[config.mk]
export PLATFORM = sky130hd
export DESIGN_NAME = uart_frame_decoder_flat
export DESIGN_NICKNAME = d
export VERILOG_FILES = /design/src/rtl/uart_frame_decoder_if.sv /design/src/rtl/uart_frame_decoder.sv /design/src/flat_wrapper.sv
export SDC_FILE = /design/constraint.sdc
export NUM_CORES = 1
export LEC_CHECK = 0
export ABC_CLOCK_PERIOD_IN_PS = 3500
export BUFFER_PORTS_ARGS = -buffer_cell sky130_fd_sc_hd__buf_4
export CAP_MARGIN = 15
export CORE_ASPECT_RATIO = 1.5
export CORE_MARGIN = 5
export CORE_UTILIZATION = 50
export CTS_BUF_LIST = sky130_fd_sc_hd__clkbuf_2 sky130_fd_sc_hd__clkbuf_4 sky130_fd_sc_hd__clkbuf_8
export CTS_CLUSTER_SIZE = 14
export DETAILED_ROUTE_END_ITERATION = 8
export MAX_ROUTING_LAYER = met4
export PLACE_DENSITY = 0.8
export SLEW_MARGIN = 30
export SYNTH_ARGS = -nofsm -noshare
export SYNTH_HDL_FRONTEND = slang
export SYNTH_SLANG_ARGS = --single-unit
[constraint.sdc]
create_clock -name CLOCK -period 3.5 [get_ports CLOCK]
set_clock_uncertainty 0.2 [all_clocks]
set_input_delay 0 -clock CLOCK [delete_from_list [all_inputs] [get_ports CLOCK]]
set_output_delay 0 -clock CLOCK [all_outputs]
set_load 0.02 [all_outputs]
[src/rtl/uart_frame_decoder_if.sv]
// Byte-stream input and object-table output bundle for uart_frame_decoder.
// The receiver side (master) drives the byte bus; the decoder (slave) drives the results.
interface uart_frame_decoder_if;
    logic [7:0]  dataReceived;
    logic        dataAvail;
    logic        objWrite;
    logic [7:0]  objId;
    logic [9:0]  objX;
    logic [9:0]  objY;
    logic [7:0]  objAttr;
    logic        frameErr;
    logic [7:0]  errCount;
    logic [15:0] frameCount;
    logic        busy;

    modport master (
        output dataReceived, dataAvail,
        input  objWrite, objId, objX, objY, objAttr,
        input  frameErr, errCount, frameCount, busy
    );

    modport slave (
        input  dataReceived, dataAvail,
        output objWrite, objId, objX, objY, objAttr,
        output frameErr, errCount, frameCount, busy
    );
endinterface

[src/rtl/uart_frame_decoder.sv]
// Assembles SYNC/ID/XH/XL/YH/YL/ATTR/CSUM sprite frames from a toggle-flagged byte
// stream and issues one-cycle object-table writes or frame-error strobes.
module uart_frame_decoder #(
    parameter logic [7:0] SYNC_BYTE = 8'hAA,
    parameter int         MAX_OBJ   = 64,
    parameter int         TIMEOUT   = 5000
) (
    input logic                 CLOCK,
    input logic                 reset,
    uart_frame_decoder_if.slave bus
);

    typedef enum logic [2:0] {
        S_HUNT, S_ID, S_XH, S_XL, S_YH, S_YL, S_ATTR, S_CSUM
    } state_t;

    localparam int            TW   = $clog2(TIMEOUT + 1);
    localparam logic [TW-1:0] TMAX = TW'(TIMEOUT - 1);

    state_t        state_q, state_d;
    logic          avail_q, avail_d;
    logic [TW-1:0] tmo_q, tmo_d;
    logic [7:0]    csum_q, csum_d;
    logic [7:0]    id_sh_q, id_sh_d;
    logic [1:0]    xh_sh_q, xh_sh_d;
    logic [7:0]    xl_sh_q, xl_sh_d;
    logic [1:0]    yh_sh_q, yh_sh_d;
    logic [7:0]    yl_sh_q, yl_sh_d;
    logic [7:0]    attr_sh_q, attr_sh_d;

    logic          obj_write_q, obj_write_d;
    logic [7:0]    obj_id_q, obj_id_d;
    logic [9:0]    obj_x_q, obj_x_d;
    logic [9:0]    obj_y_q, obj_y_d;
    logic [7:0]    obj_attr_q, obj_attr_d;
    logic          frame_err_q, frame_err_d;
    logic [7:0]    err_cnt_q, err_cnt_d;
    logic [15:0]   frame_cnt_q, frame_cnt_d;
    logic          busy_q, busy_d;

    logic          ev;
    logic          reject;
    logic [7:0]    rx;

    always_comb begin
        state_d     = state_q;
        avail_d     = bus.dataAvail;
        tmo_d       = tmo_q;
        csum_d      = csum_q;
        id_sh_d     = id_sh_q;
        xh_sh_d     = xh_sh_q;
        xl_sh_d     = xl_sh_q;
        yh_sh_d     = yh_sh_q;
        yl_sh_d     = yl_sh_q;
        attr_sh_d   = attr_sh_q;
        obj_write_d = 1'b0;
        obj_id_d    = obj_id_q;
        obj_x_d     = obj_x_q;
        obj_y_d     = obj_y_q;
        obj_attr_d  = obj_attr_q;
        frame_err_d = 1'b0;
        err_cnt_d   = err_cnt_q;
        frame_cnt_d = frame_cnt_q;
        reject      = 1'b0;
        ev          = bus.dataAvail ^ avail_q;
        rx          = bus.dataReceived;

        if (state_q == S_HUNT) begin
            tmo_d = '0;
            if (ev && rx == SYNC_BYTE) begin
                state_d   = S_ID;
                csum_d    = '0;
                id_sh_d   = '0;
                xh_sh_d   = '0;
                xl_sh_d   = '0;
                yh_sh_d   = '0;
                yl_sh_d   = '0;
                attr_sh_d = '0;
            end
        end else if (ev) begin
            // A byte arriving on the expiry cycle still counts, so ev is tested before the timeout.
            tmo_d = '0;
            unique case (state_q)
                S_ID:   begin id_sh_d   = rx;      csum_d = csum_q ^ rx; state_d = S_XH;   end
                S_XH:   begin xh_sh_d   = rx[1:0]; csum_d = csum_q ^ rx; state_d = S_XL;   end
                S_XL:   begin xl_sh_d   = rx;      csum_d = csum_q ^ rx; state_d = S_YH;   end
                S_YH:   begin yh_sh_d   = rx[1:0]; csum_d = csum_q ^ rx; state_d = S_YL;   end
                S_YL:   begin yl_sh_d   = rx;      csum_d = csum_q ^ rx; state_d = S_ATTR; end
                S_ATTR: begin attr_sh_d = rx;      csum_d = csum_q ^ rx; state_d = S_CSUM; end
                S_CSUM: begin
                    state_d = S_HUNT;
                    if (csum_q == rx && int'(id_sh_q) < MAX_OBJ) begin
                        obj_write_d = 1'b1;
                        obj_id_d    = id_sh_q;
                        obj_x_d     = {xh_sh_q, xl_sh_q};
                        obj_y_d     = {yh_sh_q, yl_sh_q};
                        obj_attr_d  = attr_sh_q;
                        frame_cnt_d = frame_cnt_q + 16'd1;
                    end else begin
                        reject = 1'b1;
                    end
                end
                default: state_d = S_HUNT;
            endcase
        end else if (tmo_q == TMAX) begin
            state_d = S_HUNT;
            tmo_d   = '0;
            reject  = 1'b1;
        end else begin
            tmo_d = tmo_q + 1'b1;
        end

        if (reject) begin
            frame_err_d = 1'b1;
            if (err_cnt_q != '1) err_cnt_d = err_cnt_q + 8'd1;
        end

        busy_d = (state_d != S_HUNT);
    end

    always_ff @(posedge CLOCK) begin
        if (!reset) begin
            state_q     <= S_HUNT;
            avail_q     <= bus.dataAvail;
            tmo_q       <= '0;
            csum_q      <= '0;
            id_sh_q     <= '0;
            xh_sh_q     <= '0;
            xl_sh_q     <= '0;
            yh_sh_q     <= '0;
            yl_sh_q     <= '0;
            attr_sh_q   <= '0;
            obj_write_q <= 1'b0;
            obj_id_q    <= '0;
            obj_x_q     <= '0;
            obj_y_q     <= '0;
            obj_attr_q  <= '0;
            frame_err_q <= 1'b0;
            err_cnt_q   <= '0;
            frame_cnt_q <= '0;
            busy_q      <= 1'b0;
        end else begin
            state_q     <= state_d;
            avail_q     <= avail_d;
            tmo_q       <= tmo_d;
            csum_q      <= csum_d;
            id_sh_q     <= id_sh_d;
            xh_sh_q     <= xh_sh_d;
            xl_sh_q     <= xl_sh_d;
            yh_sh_q     <= yh_sh_d;
            yl_sh_q     <= yl_sh_d;
            attr_sh_q   <= attr_sh_d;
            obj_write_q <= obj_write_d;
            obj_id_q    <= obj_id_d;
            obj_x_q     <= obj_x_d;
            obj_y_q     <= obj_y_d;
            obj_attr_q  <= obj_attr_d;
            frame_err_q <= frame_err_d;
            err_cnt_q   <= err_cnt_d;
            frame_cnt_q <= frame_cnt_d;
            busy_q      <= busy_d;
        end
    end

    assign bus.objWrite   = obj_write_q;
    assign bus.objId      = obj_id_q;
    assign bus.objX       = obj_x_q;
    assign bus.objY       = obj_y_q;
    assign bus.objAttr    = obj_attr_q;
    assign bus.frameErr   = frame_err_q;
    assign bus.errCount   = err_cnt_q;
    assign bus.frameCount = frame_cnt_q;
    assign bus.busy       = busy_q;

endmodule

[src/flat_wrapper.sv]
// flat-port wrapper written by rule: the top's interface ports become plain ports
module uart_frame_decoder_flat 
#(
    parameter logic [7:0] SYNC_BYTE = 8'hAA,
    parameter int         MAX_OBJ   = 64,
    parameter int         TIMEOUT   = 5000
)
  (CLOCK, reset, bus_dataReceived, bus_dataAvail, bus_objWrite, bus_objId, bus_objX, bus_objY, bus_objAttr, bus_frameErr, bus_errCount, bus_frameCount, bus_busy);
  uart_frame_decoder_if bus_i ();
  input logic CLOCK;
  input logic reset;
  input wire logic [$bits(bus_i.dataReceived)-1:0] bus_dataReceived;
  input wire logic [$bits(bus_i.dataAvail)-1:0] bus_dataAvail;
  output wire logic [$bits(bus_i.objWrite)-1:0] bus_objWrite;
  output wire logic [$bits(bus_i.objId)-1:0] bus_objId;
  output wire logic [$bits(bus_i.objX)-1:0] bus_objX;
  output wire logic [$bits(bus_i.objY)-1:0] bus_objY;
  output wire logic [$bits(bus_i.objAttr)-1:0] bus_objAttr;
  output wire logic [$bits(bus_i.frameErr)-1:0] bus_frameErr;
  output wire logic [$bits(bus_i.errCount)-1:0] bus_errCount;
  output wire logic [$bits(bus_i.frameCount)-1:0] bus_frameCount;
  output wire logic [$bits(bus_i.busy)-1:0] bus_busy;
  assign bus_i.dataReceived = bus_dataReceived;
  assign bus_i.dataAvail = bus_dataAvail;
  assign bus_objWrite = bus_i.objWrite;
  assign bus_objId = bus_i.objId;
  assign bus_objX = bus_i.objX;
  assign bus_objY = bus_i.objY;
  assign bus_objAttr = bus_i.objAttr;
  assign bus_frameErr = bus_i.frameErr;
  assign bus_errCount = bus_i.errCount;
  assign bus_frameCount = bus_i.frameCount;
  assign bus_busy = bus_i.busy;
  uart_frame_decoder #(.SYNC_BYTE(SYNC_BYTE), .MAX_OBJ(MAX_OBJ), .TIMEOUT(TIMEOUT)) u_core (.CLOCK(CLOCK), .reset(reset), .bus(bus_i));
endmodule
==> metrics.txt, run 1 <==
Pleak=about 2.2 nW; hold path endpoint=u_core.avail_q$_DFF_P_; Net Count, Synth=623; FF-to-FF setup slack=~0.58 ns; first-pass GRT wire length=20.1 mm; xor/xnor cell area share of the yosys netlist=0.0641; Fmax achieved=0.343 GHz; layout cells sized above 1=0.172; top post-synthesis cells by area=dfxtp_1, nand2_1, nor2_1; #FFs+latches synth=124; vias in the first global route=4266; core footprint=roughly 0.01 sq mm; Yosys cell types=43; H-tree depth=4; CTS root buffer=clkbuf_8; maximum VDD drop=255 uV; WL final=12.1 mm; row cnt=45; Pwr per Cell Area=around 430 mW/mm^2; CTS Buf Count=17; Setup TNS Final=0 ns; Crit path required time=3.59 ns; CTS Buffer Depth=2; cell taking the most area after synthesis=dfxtp_1; max cap viols=0; Clock Sinks=about 120; Avg Vias per Cell=about 5.6; status=complete, no violations; crit path kind=flip-flop to flip-flop; post-route antenna net violation count=0; Layout area overhead=20.4%; Hold Path Stages=2; worst r2r src=u_core.avail_q$_DFF_P_; initial core utilization=0.502; Top Ports=74; die height=around 130 um; largest family of logic cells by synthesized area=simple AND/OR/NAND/NOR gates; PortBufs=73; post-synthesis mux area share=0.00398; worst-margin pin slew=between 0.7 and 0.8 ns; sequential element share of the synthesized area=0.493; Syn. warnings=0; Worst-path clk slew=0.07 ns; worst skew pair latency=between 0.4 and 0.5 ns; # setup viols final=0; DP Cell Count=about 770; Die Width=~92 um; die area=roughly 0.012 sq mm; GP Congestion=0.947; wire per inst=approximately 15 um; Post-synth EDFFs=0; FFs w/ async S/R, synth=0; count leader, synth=dfxtp_1; DR pass1 iterations=5; type of destination of the critical path=flip-flop; Reg2Reg Depth=6; post-detail-place hpwl=~8.3 mm; Slew Viols, Final=0; syn_area_per_cell=8.27 sq um; mapped cell area=a little over 0.005 sq mm; Synth Instances=slightly above 600; gr usage total=0.211; initial DRC count=roughly 360; Ant. Diodes=0; crit start category=flip-flop; adder and majority gate portion of the synthesized area=0.00745; hold_sp=bus_dataAvail; final worst-path cycle share=0.834; initial antenna violation count=0; Simple-Gate Fraction of Synth Area=0.275; Post-Layout Cell Count=slightly above 800; fin crit period=approximately 2.9 ns; Fin. Hold Viols=0; Slew headroom=0.515; Critical R2R Capture=u_core.bus.frameCount[15]$_SDFFE_PN0P_; Post-CTS Setup Inserts=0; DRC errors left=0; most frequent cells after synthesis=dfxtp_1, nand2_1, nor2_1; Nets=roughly 690; top-area cell type share of the netlist area=0.493; CTS tree=done; WP data arrival=3.01 ns; largest net degree at the start of global routing=48; gr ovfl total=0; largest fanout on the critical path=18; via count=between 4000 and 5000; Synth Area in Compound Gates=0.120; ys flop type=dfxtp_1; worst min path class=primary input to flip-flop; RSZ-0062 raised after global routing=false; Filler cells=905
==> flip-flops by register name, indices dropped and copies added, names as in the netlist, 3 cells and up <==
name and count:
u_core.bus.errCount 8, u_core.yl_sh_q 8, u_core.tmo_q 13, u_core.bus.objY 10
u_core.attr_sh_q 8, u_core.bus.frameCount 16, u_core.csum_q 8, u_core.id_sh_q 8
u_core.bus.objX 10, u_core.state_q 3, u_core.bus.objId 8, u_core.xl_sh_q 8
u_core.bus.objAttr 8
==> kinds of logic (layout without fill, tap and decap cells) <==
| group | count (synthesis) | after routing |
|---|---|---|
| and+or+nand+nor | 298 | 298 |
| DFF | 124 | 124 |
| AOI/OAI and AO/OA | 107 | 107 |
| buffers and inverters | 39 | 122 |
| xor gates and xnor gates | 36 | 36 |
| adders and majority gates | 3 | 3 |
| muxes | 2 | 2 |
==> metrics by stage <==
step,utilization,power [W],setup slack [ns],cell area (sq um),hold WS [ns]
after detailed placement,0.559,0.00151,0.583,5600,-0.0348
after CTS,0.605,0.00266,0.576,6070,0.0348
after floorplan,-,0.00148,0.876,5040,-0.172
after global placement,0.559,0.00151,0.684,5600,-0.0394
final,0.605,0.00263,0.581,6070,0.0892
after global routing,0.605,0.00274,0.380,6070,0.0674
==> cell type report <==
| class | count | area [sq um] | share of cell area |
|---|---|---|---|
| Sequential cell | 124 | 2480 | 0.409 |
| Multi-Input combinational cell | 446 | 2380 | 0.392 |
| Timing Repair Buffer | 87 | 678 | 0.112 |
| Clock buffer | 20 | 269 | 0.0443 |
| Tap cell | 117 | 146 | 0.0241 |
| Clock inverter | 11 | 95.1 | 0.0157 |
| Inverter | 4 | 15.0 | 0.00248 |
==> cells in the final DEF (no fill, tap or decap), types with 3 or more instances in the layout <==
cell	netlist	layout
nor2_1	87	87
clkbuf_8	3	19
clkinv_2	0	5
ha_1	3	3
xnor2_1	18	18
dfxtp_1	124	124
dlygate4sd3_1	1	10
buf_4	0	77
o21ai_0	31	31
xor2_1	17	17
nand2_1	103	103
nand4_1	14	14
clkinvlp_4	0	3
a31oi_1	16	16
nor4_1	5	5
nor3_1	5	5
nand2b_1	12	12
inv_1	3	3
nand3_1	34	34
and2_1	9	9
a21oi_1	50	50
a32oi_1	4	4
and3_1	7	7
or3_1	6	6
==> per-layer routing <==
metal,vias up,global-route usage,routed length [um]
met1,2138,0.240,4880
li1,2212,-,-
met3,22,0.0603,681
met4,0,0.0909,291
met2,143,0.343,6200
met5,-,-,0
==> repair_timing <==
action | CTS | global route
hold buffers | 10 | 0
hold endpoints to repair | 55 | 0
gates resized for setup | 0 | 0
endpoints found under the setup margin | 0 | 0
==> where the power goes <==
part	internal (W)	switching (W)	total, W
combinational	0.0000257	0.0000470	0.0000727
clock	0.000598	0.000550	0.00115
sequential	0.00141	0.00000152	0.00141
total	0.00204	0.000599	0.00263
==> critical path: stages (launching register included) <==
cell	delay (ns)
dfxtp_1	0.39
xor2_2	0.31
nand4_1	0.31
or4_1	0.90
nor4_1	0.46
xnor2_1	0.16
nor2_1	0.05
==> worst max-delay path by stage <==
| stage | slack (ns) | endpoint | cells after the start | start |
|---|---|---|---|---|
| final | 0.58 | u_core.bus.frameCount[15]$_SDFFE_PN0P_ | 6 | u_core.avail_q$_DFF_P_ |
| after global routing | 0.38 | u_core.bus.frameCount[15]$_SDFFE_PN0P_ | 6 | u_core.avail_q$_DFF_P_ |
| after CTS | 0.58 | u_core.bus.frameCount[15]$_SDFFE_PN0P_ | 6 | u_core.avail_q$_DFF_P_ |
| after detailed placement | 0.58 | u_core.bus.frameCount[15]$_SDFFE_PN0P_ | 6 | u_core.avail_q$_DFF_P_ |
| after global placement | 0.68 | u_core.bus.frameCount[11]$_SDFFE_PN0P_ | 6 | u_core.avail_q$_DFF_P_ |
| after floorplan | 0.88 | u_core.bus.errCount[5]$_SDFFE_PN0P_ | 6 | u_core.tmo_q[5]$_SDFF_PP0_ |
Power figures use the tool's default switching activity.
==> inputs of run 2 (changes only) <==
Settings changed: ABC_AREA from default to 1, ABC_CLOCK_PERIOD_IN_PS 3500 to 2400, PLACE_DENSITY 0.8 to 0.83.
Clock period 3.5 ns to 2.4 ns, I/O delays scaled along.
==> run 2 against run 1 <==
Effect of this change:
- clock power rose by 66%
- flip-flop and latch count unchanged
- sequential power increased by 47%
- global-route usage is 0.72 points lower
- combinational power up 82%
- synthesized cell count rose by 18%
- largest power group unchanged
- routed wire length increased by 0.37%
- critical path depth increased by 2
- cell area grew 6.8%
- non-clock buffer count up 6
- highest routed layer unchanged
==> metrics.txt, run 2 <==
cell taking the most area after synthesis=dfxtp_1; crit path kind=flip-flop to flip-flop; most common cell after layout, fill and taps aside=nand2_1; hold_buf cts=10 (unchanged); count leader, synth=nand2_1; flip-flop count of the largest register after layout=16 (unchanged); row cnt=46 (+2.2%); CP Cell Sequence=xnor2_2 > buf_4 > inv_1 > nand3_1 > nor2_2 > nor2_2 > nand2_1 > a21oi_1; slowest cell delay on critical path=0.32 ns (-0.58 ns); vias in the first global route=4490 (+5.3%); CTS tree=done; Syn. warnings=0 (unchanged); FF-to-FF setup slack=0.43 ns (-0.15 ns); DRC errors left=0 (unchanged); Layout area overhead=22.6%; ys flop type=dfxtp_1; top-area cell type share of the netlist area=0.470 (-0.0231); H-tree depth=4 (unchanged); Pwr per Cell Area=635 mW/mm^2 (+46%); DR pass1 iterations=5 (unchanged); initial antenna violation count=0 (unchanged); FFs w/ async S/R, synth=0 (unchanged); CTS Buf Count=17 (unchanged); Finished Core Util=0.618 (+0.0131); commonest non-fill, non-tap cells in the layout=nand2_1, dfxtp_1, nor2_1; WP data arrival=2.13 ns (-0.88 ns); Pleak=2.54 nW (+14%); Net Count, Synth=730 (+17%); Ant. Diodes=0 (unchanged); CP most frequent cell=nor2_2; Synth Instances=716 (+18%); sequential element share of the synthesized area=0.470 (-0.0231); CTS root buffer=clkbuf_8; initial DRC count=252 (-29%); Clock Sinks=124 (unchanged); hold_sp=bus_dataAvail; Yosys cell types=34 (-21%); Avg Vias per Cell=5.06 (-9.3%); Critical R2R Capture=u_core.id_sh_q[4]$_SDFFE_PN0P_; Total Power=0.00411 W (+56%); WL final=12.1 mm (+0.37%); # setup viols final=0 (unchanged); Nets=815 (+17%); CTS Buffer Depth=2 (unchanged); final worst-path cycle share=0.820 (-0.0145); post-detail-place hpwl=8.65 mm (+3.8%); post-route antenna net violation count=0 (unchanged); most frequent cells after synthesis=nand2_1, dfxtp_1, nor2_1; die height=136 um (+2.2%); Setup TNS Final=0 ns (unchanged); CTS resizes=0 (unchanged); initial core utilization=0.504 (+0.00192); PortBufs=73 (unchanged); max cap viols=0 (unchanged); first-pass GRT wire length=20.3 mm (+0.62%); Die Width=93.9 um (+2.2%); Hold Path Stages=2 (unchanged); layout cells sized above 1=0.170 (-0.00222); #FFs+latches synth=124 (unchanged); Fmax achieved=0.508 GHz (+48%); syn_area_per_cell=7.38 sq um (-11%); Post-CTS Setup Inserts=0 (unchanged); gr ovfl total=0 (unchanged); Worst-path clk slew=0.06 ns (about the same); gr usage total=0.203 (-0.00717); hold path endpoint=u_core.avail_q$_DFF_P_; Top Ports=74 (unchanged); worst min path class=primary input to flip-flop; top post-synthesis cells by area=dfxtp_1, nand2_1, nor2_1; DP Cell Count=916 (+19%); Crit path required time=2.56 ns (-1.03 ns); RSZ-0062 raised after global routing=false; largest net degree at the start of global routing=56 (+17%); Post-Layout Cell Count=957 (+18%); status=complete, no violations; worst skew pair latency=0.44 ns (about the same); crit start category=flip-flop; Slew headroom=0.626 (+0.111); core footprint=0.0105 sq mm (+4.5%); wire per inst=12.6 um (-15%); fin crit period=1.97 ns (-0.952 ns); Slew Viols, Final=0 (unchanged); type of destination of the critical path=flip-flop; Reg2Reg Depth=8 (+2); Fin. Hold Viols=0 (unchanged); CP max stage cell=dfxtp_1; worst-margin pin slew=0.560 ns (-0.166 ns); worst r2r src=u_core.avail_q$_DFF_P_; largest fanout on the critical path=11 (-7); GP Congestion=0.920 (-2.9%); mapped cell area=0.00528 sq mm (+4.9%); maximum VDD drop=374 uV (+47%); Post-synth EDFFs=0 (unchanged); via count=4842 (+7.2%); die area=0.0128 sq mm (+4.5%)
[run 2: changes by cell type in the layout (fill, tap and decap cells not counted), sizes merged, moves of 7 or more]
cell and delta:
nand2 +64, inv +49, nor2 +33, a31oi -16
a21oi +15, nand2b -12, xnor2 -12, nor3 +10
and2 -9, and3 -9, o21ai +9, a22oi +7
[run 2: kinds of logic after synthesis]
kind of cell | count (synthesis) | synth area share
adder cells (fa/ha/maj) | 3 | 0.00710
XOR/XNOR | 21 | 0.0362
buffers and inverters | 82 | 0.0656
AO/OA/AOI/OAI | 115 | 0.114
flip-flops | 124 | 0.470
AND/OR/NAND/NOR | 371 | 0.308
[run 2: per-layer routing]
metal  track usage  up-vias  wire length [um]
met5             -        -                 0
met4        0.0843        0               294
met3        0.0493       23               570
met2         0.355      126              6400
met1         0.219     2194              4830
li1              -     2499                 -
[run 2: area by class of cell]
cell class,instances,area (sq um)
sequential,124,2480
clock buffer,24,305
fill,946,4000
inverter,55,206
clock inverter,7,113
multi-input combinational,510,2450
timing repair buffer,93,736
tap,144,180
[run 2: worst max path at each step]
stage / from / to / slack, ns / cells past startpoint
floorplan: u_core.bus.errCount[1]$_SDFFE_PN0P_ / u_core.bus.errCount[0]$_SDFFE_PN0P_ / 0.59 / 8
global placement: u_core.tmo_q[0]$_SDFF_PP0_ / u_core.tmo_q[12]$_SDFF_PP0_ / 0.50 / 8
detailed placement: u_core.state_q[0]$_SDFF_PN0_ / u_core.tmo_q[11]$_SDFF_PP0_ / 0.46 / 7
CTS: u_core.state_q[0]$_SDFF_PN0_ / u_core.tmo_q[5]$_SDFF_PP0_ / 0.43 / 7
global route: u_core.csum_q[4]$_SDFFE_PN0P_ / u_core.bus.frameCount[3]$_SDFFE_PN0P_ / 0.16 / 12
finish: u_core.avail_q$_DFF_P_ / u_core.id_sh_q[4]$_SDFFE_PN0P_ / 0.43 / 8
[run 2: where the power goes]
group	switching (W)	leakage, nW	internal, W
clock	0.000768	0.216	0.00115
combinational	0.0000862	1.32	0.0000454
sequential	0.00000289	0.999	0.00206
[run 2: through the flow]
step | instance area (sq um) | hold WS [ns] | setup slack [ns]
after floorplan | 5280 | -0.172 | 0.594
after global placement | 5960 | -0.0614 | 0.503
after detailed placement | 5960 | -0.0604 | 0.456
after CTS | 6480 | 0.0290 | 0.433
after global routing | 6480 | 0.0478 | 0.163
final | 6480 | 0.0473 | 0.433
[run 2: critical path: cells and delay by family, from the launching register on]
family	cells	cell delay (ns)
and+or+nand+nor	4	0.62
buffers and inverters	2	0.34
DFF	1	0.32
xor gates and xnor gates	1	0.26
AOI/OAI and AO/OA	1	0.15
